File: config.mk
export PLATFORM = sky130hd
export DESIGN_NAME = pc_sequencer_flat
export DESIGN_NICKNAME = d
export VERILOG_FILES = /design/src/rtl/pc_sequencer_if.sv /design/src/rtl/pc_sequencer.sv /design/src/flat_wrapper.sv
export SDC_FILE = /design/constraint.sdc
export NUM_CORES = 1
export LEC_CHECK = 0
export BUFFER_PORTS_ARGS = -buffer_cell sky130_fd_sc_hd__buf_2
export CAP_MARGIN = 5
export CORE_MARGIN = 3
export CORE_UTILIZATION = 55
export CTS_CLUSTER_DIAMETER = 120
export DETAILED_ROUTE_END_ITERATION = 8
export PLACE_DENSITY = 0.85
export SYNTH_ARGS = -nofsm -noshare
export SYNTH_HDL_FRONTEND = slang
export SYNTH_SLANG_ARGS = --single-unit
File: constraint.sdc
create_clock -name clk -period 4.8 [get_ports clk]
set_clock_uncertainty 0.2 [all_clocks]
set_input_delay 0.24 -clock clk [delete_from_list [all_inputs] [get_ports clk]]
set_output_delay 0.24 -clock clk [all_outputs]
set_load 0.02 [all_outputs]
File: src/rtl/pc_sequencer_if.sv
// ============================================================
// Interface : pc_sequencer_if
// Brief     : Control and status bundle of the PC sequencer
// Revision  : 1.0
// ============================================================
`default_nettype none

interface pc_sequencer_if;
  logic        stall_i;
  logic        branch_taken_i;
  logic [31:0] branch_target_i;
  logic        halt_i;
  logic [31:0] pc_o;
  logic [31:0] pc_plus4_o;
  logic [31:0] next_pc_o;
  logic        sel_branch_o;
  logic        flush_o;
  logic        pending_o;
  logic        misalign_o;
  logic [1:0]  state_o;

  modport master (
    output stall_i, branch_taken_i, branch_target_i, halt_i,
    input  pc_o, pc_plus4_o, next_pc_o, sel_branch_o, flush_o,
           pending_o, misalign_o, state_o
  );

  modport slave (
    input  stall_i, branch_taken_i, branch_target_i, halt_i,
    output pc_o, pc_plus4_o, next_pc_o, sel_branch_o, flush_o,
           pending_o, misalign_o, state_o
  );
endinterface

`default_nettype wire

File: src/rtl/pc_sequencer.sv
// ============================================================
// Module   : pc_sequencer
// Brief    : PC register with stall, deferred redirect, trap and halt
// Revision : 1.0
// ============================================================
`default_nettype none

module pc_sequencer #(
  parameter logic [31:0] RESET_PC = 32'h0000_0000,
  parameter logic [31:0] TRAP_VEC = 32'h0000_0004
) (
  input  wire logic       clk,
  input  wire logic       rst,
  pc_sequencer_if.slave   bus
);

  typedef enum logic [1:0] {
    ST_RUN   = 2'b00,
    ST_STALL = 2'b01,
    ST_TRAP  = 2'b10,
    ST_HALT  = 2'b11
  } state_t;

  state_t      state_q, state_d;
  logic [31:0] pc_q, pc_d;
  logic        pending_q, pending_d;
  logic [31:0] pend_tgt_q, pend_tgt_d;
  logic        flush_q, flush_d;

  logic [31:0] pc_plus4;
  logic [31:0] redirect_tgt;
  logic [31:0] next_pc;
  logic        redirect;
  logic        active;

  always_comb begin
    pc_plus4     = pc_q + 32'd4;
    active       = (state_q == ST_RUN) || (state_q == ST_STALL);
    // A fresh request always beats a deferred one
    redirect     = active && (bus.branch_taken_i || pending_q);
    redirect_tgt = bus.branch_taken_i ? bus.branch_target_i : pend_tgt_q;
    next_pc      = redirect ? redirect_tgt : pc_plus4;

    state_d    = state_q;
    pc_d       = pc_q;
    pending_d  = pending_q;
    pend_tgt_d = pend_tgt_q;
    flush_d    = 1'b0;

    case (state_q)
      ST_TRAP: begin
        state_d = ST_RUN;
        pc_d    = pc_plus4;
      end
      ST_HALT: begin
        state_d = ST_HALT;
      end
      default: begin
        if (bus.halt_i) begin
          state_d   = ST_HALT;
          pending_d = 1'b0;
        end else if (bus.stall_i) begin
          state_d = ST_STALL;
          if (bus.branch_taken_i) begin
            pending_d  = 1'b1;
            pend_tgt_d = bus.branch_target_i;
          end
        end else if (redirect && (redirect_tgt[1:0] != 2'b00)) begin
          state_d   = ST_TRAP;
          pc_d      = TRAP_VEC;
          pending_d = 1'b0;
          flush_d   = 1'b1;
        end else begin
          state_d = ST_RUN;
          pc_d    = next_pc;
          if (redirect) begin
            pending_d = 1'b0;
            flush_d   = 1'b1;
          end
        end
      end
    endcase
  end

  always_ff @(posedge clk or posedge rst) begin
    if (rst) begin
      state_q    <= ST_RUN;
      pc_q       <= RESET_PC;
      pending_q  <= 1'b0;
      pend_tgt_q <= 32'h0000_0000;
      flush_q    <= 1'b0;
    end else begin
      state_q    <= state_d;
      pc_q       <= pc_d;
      pending_q  <= pending_d;
      pend_tgt_q <= pend_tgt_d;
      flush_q    <= flush_d;
    end
  end

  assign bus.pc_o         = pc_q;
  assign bus.pc_plus4_o   = pc_plus4;
  assign bus.next_pc_o    = next_pc;
  assign bus.sel_branch_o = redirect;
  assign bus.flush_o      = flush_q;
  assign bus.pending_o    = pending_q;
  assign bus.misalign_o   = (state_q == ST_TRAP);
  assign bus.state_o      = state_q;

endmodule

`default_nettype wire

File: src/flat_wrapper.sv
// flat-port wrapper written by rule: the top's interface ports become plain ports
module pc_sequencer_flat 
#(
  parameter logic [31:0] RESET_PC = 32'h0000_0000,
  parameter logic [31:0] TRAP_VEC = 32'h0000_0004
)
  (clk, rst, bus_stall_i, bus_branch_taken_i, bus_branch_target_i, bus_halt_i, bus_pc_o, bus_pc_plus4_o, bus_next_pc_o, bus_sel_branch_o, bus_flush_o, bus_pending_o, bus_misalign_o, bus_state_o);
  pc_sequencer_if bus_i ();
  input  wire logic clk;
  input  wire logic rst;
  input wire logic [$bits(bus_i.stall_i)-1:0] bus_stall_i;
  input wire logic [$bits(bus_i.branch_taken_i)-1:0] bus_branch_taken_i;
  input wire logic [$bits(bus_i.branch_target_i)-1:0] bus_branch_target_i;
  input wire logic [$bits(bus_i.halt_i)-1:0] bus_halt_i;
  output wire logic [$bits(bus_i.pc_o)-1:0] bus_pc_o;
  output wire logic [$bits(bus_i.pc_plus4_o)-1:0] bus_pc_plus4_o;
  output wire logic [$bits(bus_i.next_pc_o)-1:0] bus_next_pc_o;
  output wire logic [$bits(bus_i.sel_branch_o)-1:0] bus_sel_branch_o;
  output wire logic [$bits(bus_i.flush_o)-1:0] bus_flush_o;
  output wire logic [$bits(bus_i.pending_o)-1:0] bus_pending_o;
  output wire logic [$bits(bus_i.misalign_o)-1:0] bus_misalign_o;
  output wire logic [$bits(bus_i.state_o)-1:0] bus_state_o;
  assign bus_i.stall_i = bus_stall_i;
  assign bus_i.branch_taken_i = bus_branch_taken_i;
  assign bus_i.branch_target_i = bus_branch_target_i;
  assign bus_i.halt_i = bus_halt_i;
  assign bus_pc_o = bus_i.pc_o;
  assign bus_pc_plus4_o = bus_i.pc_plus4_o;
  assign bus_next_pc_o = bus_i.next_pc_o;
  assign bus_sel_branch_o = bus_i.sel_branch_o;
  assign bus_flush_o = bus_i.flush_o;
  assign bus_pending_o = bus_i.pending_o;
  assign bus_misalign_o = bus_i.misalign_o;
  assign bus_state_o = bus_i.state_o;
  pc_sequencer #(.RESET_PC(RESET_PC), .TRAP_VEC(TRAP_VEC)) u_core (.clk(clk), .rst(rst), .bus(bus_i));
endmodule
## After elaboration in Yosys (flattened, before gate mapping)

Cells that the tools add are included.
W data, S select, Z words.

| operators by class | value |
|---|---|
| reductions and logical operators | 11 |
| bitwise gates (word level) | 3 |
| mux-type cells | 20 |
| add/subtract/negate cells | 1 |
| eq/ne operators | 6 |

Operators by type and width:

| kind | count |
|---|---|
| $mux W32 | 5 |
| $pmux W32 S2 | 1 |
| $add A32 B3 Y32 const B | 1 |
| $mux W1 | 10 |
| $reduce_and A3 Y1 | 3 |
| $mux W2 | 3 |
| $eq A2 B2 Y1 const B | 2 |
| $ne A2 B1 Y1 const B | 2 |
| $pmux W2 S2 | 1 |
| $reduce_bool A4 Y1 | 1 |
| $ne A3 B1 Y1 const B | 1 |
| $not A1 Y1 | 3 |
| $eq A2 B1 Y1 const B | 1 |
| $logic_and A1 B1 Y1 | 2 |
| $logic_not A2 Y1 | 1 |
| $logic_or A1 B1 Y1 | 2 |
| $reduce_bool A2 Y1 | 1 |
| $reduce_or A2 Y1 | 1 |

| storage, ports and cells | value |
|---|---|
| register bits after elaboration | 68 |
| word-level logic and storage cells | 46 |
| output and inout bits | 102 |
| input bits | 37 |

## Depth between registers and ports, before layout

| logic depth | value |
|---|---|
| word-level depth | 8 |
| gate-level depth with buffers | 8 |
| mapped depth without buffers | 6 |

## Worst setup path before layout

OpenSTA, ideal clock, no wires.

| path | value |
|---|---|
| path kind | reg2out |
| from | register u_core.pc_q[6] (netlist: u_core.bus.pc_o[6]) |
| to | output port bus_next_pc_o[18] |
| arrival | 2195 ps |
| slack | 2165 ps |
| required time | 4360 ps |
| stages on the path, launching flop included | 7 |
| path buffers | 1 |
| cells stage by stage | dfrtp_1 -> buf_2 -> nand4_4 -> nor4_4 -> xor2_1 -> nor2_1 -> a21oi_1 |

| on the way | value |
|---|---|
| word-level cells in the longest chain between the ends | 2 |

Ends and longest elaborated chain:

| what | RTL line | RTL |
|---|---|---|
| from (decl) | pc_sequencer.sv:25 | `logic [31:0] pc_q, pc_d;` |
| from (signal assigned) | pc_sequencer.sv:94 | `pc_q <= pc_d;` |
| $add A32 B3 Y32 | pc_sequencer.sv:37 | `pc_plus4 = pc_q + 32'd4;` |
| named net bus_pc_plus4_o[18] | flat_wrapper.sv:16 | `output wire logic [$bits(bus_i.pc_plus4_o)-1:0] bus_pc_plus4_o;` |
| $mux W32 | pc_sequencer.sv:42 | `next_pc = redirect ? redirect_tgt : pc_plus4;` |
| to (decl) | flat_wrapper.sv:17 | `output wire logic [$bits(bus_i.next_pc_o)-1:0] bus_next_pc_o;` |

The timed path passes the listed nets, and every way through them passes these cells.

## Final worst setup path

| path | value |
|---|---|
| from | register u_core.pc_q[2] (netlist: u_core.bus.pc_o[2]) |
| to | output port bus_next_pc_o[24] |

| on the way | value |
|---|---|
| word-level cells in the longest chain between the ends | 2 |

Ends and longest elaborated chain:

| what | RTL line |
|---|---|
| $add A32 B3 Y32 | pc_sequencer.sv:37 |
| $mux W32 | pc_sequencer.sv:42 |

No other way between the ends.

==> impl_metrics.toml <==
[drt]
wl_per_cell_um = 18.9
postRouteAntennaNets = 0
detail_route.drc_violations = 0
route.detailed.vias_per_inst = 6.19
drt-initial-drc-count = 445
drt_pre_antenna_iters = 5
wl_um = 13900
routed-via-count = 4577

[global_routing]
global_route.overflow_total = 0
antenna_found_initial = 0
grt_pass1_vias = 4444
first_pass_grt_wire_length_um = 22500
global_route.usage.total = 0.292
maximum_number_of_pins_on_one_net_before_global_route_repair = 69

[die]
die_w_um = 96.8
floorplan.rows = 32
top_level_ports = 139
placeableCoreArea_um2 = 7850
dieHeight_um = 96.8
initial_utilization = 0.578
fp.dieArea_um2 = 9380

[sta]
final_slew_viol_count = 0
timing.final.hold_violations = 0
worst_slew_margin_rel = 0.282
timing.final.crit_period_ps = 3180
fin_ws_ps = 1620
max_freq_ghz = 0.314
grt_setup_unrepaired = "false"
min_period_over_period = 0.664
tightestPinTransition_ps = 1080
setup_tns_ps = 0
setup_viol_count_final = 0

[layout]
area_delta_synth_final_pct = 27.5
drive_above_1_share = 0.338
nets = 671
antenna_cells = 0
fillCellCount = 583

[worst_setup_path]
beginning_of_the_worst_register_to_register_path = "u_core.bus.state_o[1]$_DFF_PP0_"
timing.critical_path.from = "u_core.bus.pc_o[2]$_DFFE_PP0P_"
path_class = "flip-flop to output port"
reg2reg_slack_ps = 2100
cp_data_required_time_ps = 4360
start_kind = "flip-flop"
worst-endpoint-arrival_ps = 2740
critical_path.max_fanout = 9
worst_setup_path_end_kind = "output port"
reg2regPathDepth = 5
r2r_end = "u_core.bus.pc_o[20]$_DFFE_PP0P_"
endpoint = "bus_next_pc_o[24]"

[flow_run]
cap_violations = 0

[synthesis]
synth-warning-count = 0
synth-edff-count = 0
ys_top_cells_by_area = "dfrtp_1, mux2_2, mux2i_1"
synthTopCellsByCount = "dfrtp_1, mux2_2, nor2_1"
post_synth_num_cell_types = 65
post_synth_inst_count = 480
yosys_register_bits = 68
register_area_share_after_synthesis = 0.375
library_cell_occupying_the_most_area_in_the_post_synthesis_netlist = "dfrtp_1"
synth_largest_type_area_fraction = 0.375
syn_area_um2 = 4540
most_used_flip_flop_cell_after_synthesis = "dfrtp_1"
synth_async_sr_flop_share = 1.00
postSynthNetCount = 518
most_repeated_cell_in_the_gate_level_netlist_after_synthesis = "dfrtp_1"
post_synthesis_mean_instance_area_um2 = 9.45

[placement]
place.port_buffers = 138
place_hpwl_um = 9490
dp_slack_ps = 1710
weighted_congestion_reported_at_the_end_of_routability_driven_placement = 0.966

[cts]
clock_pin_transition_on_the_worst_setup_and_hold_timing_paths_ps = 80
cts_setup_buffers = 0
cts_htree_levels = 3
cts_num_sinks = 68
tritoncts.num_buffers = 9
clock_latency_ps = 350
clock_path_buffers = 2
tritoncts = "built"
clock_tree_root_buffer_cell = "clkbuf_8"

[outcome]
status = "finished clean"

[hold_path]
hp-class = "input pin to flip-flop"

[power]
leakagePower_nw = 2.86
max-vdd-ir-drop_mv = 0.402
power-per-cell-area_nw_per_um2 = 664
==> per-stage QoR <==
| stage | cells | instance area, um^2 | power (mW) | utilization | hold slack, ps |
|---|---|---|---|---|---|
| final | 739 | 5780 | 3.84 | 0.737 | 55.2 |
| after global routing | 739 | 5780 | 4.06 | 0.737 | 105 |
| after floorplan | 480 | 4540 | 2.56 | - | 184 |
| after global placement | 692 | 5250 | 3.19 | 0.669 | 281 |
| after detailed placement | 692 | 5250 | 3.26 | 0.669 | 292 |
| after CTS | 739 | 5780 | 3.81 | 0.737 | 54.6 |
==> final cells by class <==
| cell class | count | area [um^2] | area share |
|---|---|---|---|
| Tap cell | 102 | 128 | 0.0221 |
| Timing Repair Buffer | 177 | 1060 | 0.184 |
| Clock inverter | 4 | 73.8 | 0.0128 |
| Clock buffer | 11 | 141 | 0.0244 |
| Inverter | 17 | 63.8 | 0.0110 |
| Multi-Input combinational cell | 360 | 2610 | 0.452 |
| Sequential cell | 68 | 1700 | 0.294 |
==> worst min-delay path by stage <==
| stage | startpoint | to | cells after the start |
|---|---|---|---|
| finish | bus_branch_target_i[29] | u_core.pend_tgt_q[29]$_DFFE_PP0P_ | 3 |
| floorplan | bus_halt_i | u_core.bus.state_o[1]$_DFF_PP0_ | 1 |
| global placement | u_core.pend_tgt_q[19]$_DFFE_PP0P_ | u_core.pend_tgt_q[19]$_DFFE_PP0P_ | 1 |
| CTS | bus_branch_target_i[29] | u_core.pend_tgt_q[29]$_DFFE_PP0P_ | 3 |
| global route | bus_branch_target_i[29] | u_core.pend_tgt_q[29]$_DFFE_PP0P_ | 3 |
| detailed placement | bus_branch_target_i[12] | u_core.pend_tgt_q[12]$_DFFE_PP0P_ | 2 |
==> worst max-delay path: stages, from the launching register on <==
cell	delay (ps)
dfrtp_1	530
ha_1	310
nand3_1	270
nor2_1	530
a21boi_1	150
or2_1	290
o21ba_1	170
buf_2	150
==> sequential cells by signal (all words and copies together) (netlist names), named ones only <==
name                  flops
u_core.bus.pc_o          32
u_core.pend_tgt_q        32
u_core.bus.flush_o        1
u_core.bus.pending_o      1
u_core.bus.state_o        1
==> power breakdown <==
group	switching [mW]	internal [mW]	total, mW
combinational	1.36	0.814	2.17
clock	0.223	0.304	0.528
sequential	0.322	0.821	1.14
==> repair_timing <==
action | CTS | global route
hold buffers | 32 | 0
resized for setup | 0 | 0
endpoints found under the hold margin | 81 | 0
==> layer usage <==
metal	global-route usage	vias to the layer above	part of all wire
met1	0.379	2185	0.39
met2	0.478	264	0.49
met3	0.0562	45	0.088
li1	-	2083	-
met4	0.126	0	0.031
met5	0	-	0
==> cells by family (layout without fill, tap and decap cells) <==
logic type | count (synthesis) | after routing | share of synthesized area
XOR/XNOR | 22 | 22 | 0.0425
buffers and inverters | 52 | 209 | 0.0493
AND/OR/NAND/NOR | 167 | 167 | 0.214
multiplexers | 57 | 57 | 0.137
AO/OA/AOI/OAI | 113 | 113 | 0.180
flip-flops | 68 | 68 | 0.375
adder cells (fa/ha/maj) | 1 | 1 | 0.00276
==> placed cells by master, fill, tap and decap left out, types with 3 or more instances in the layout <==
cell type      netlist  layout
o22a_1               3       3
and4_1               3       3
a21oi_1             24      24
o211ai_1             3       3
nor2b_1             14      14
xnor2_1             12      12
nand2_1             32      32
mux2_2              37      37
dlygate4sd3_1        0      32
dfrtp_1             68      68
a22oi_1              5       5
a211oi_1            10      10
xor2_1              10      10
nor3_1              14      14
nor4_1               5       5
a221o_1             14      14
o31ai_1              4       4
o21ai_1              5       5
inv_1               15      14
mux2i_1             19      19
nand4_1              8       8
or2_1                4       4
buf_4                2       7
o22ai_1              4       4
nor2_1              34      34
o21a_1               5       5
o21ai_0             12      12
nor4_4               4       4
and3_1              15      15
a31oi_1              4       4
clkbuf_8             0      10
buf_2               11     138
nand3_1             18      18
a21o_1               5       5
Note: power is estimated with default switching activity, not from simulation.
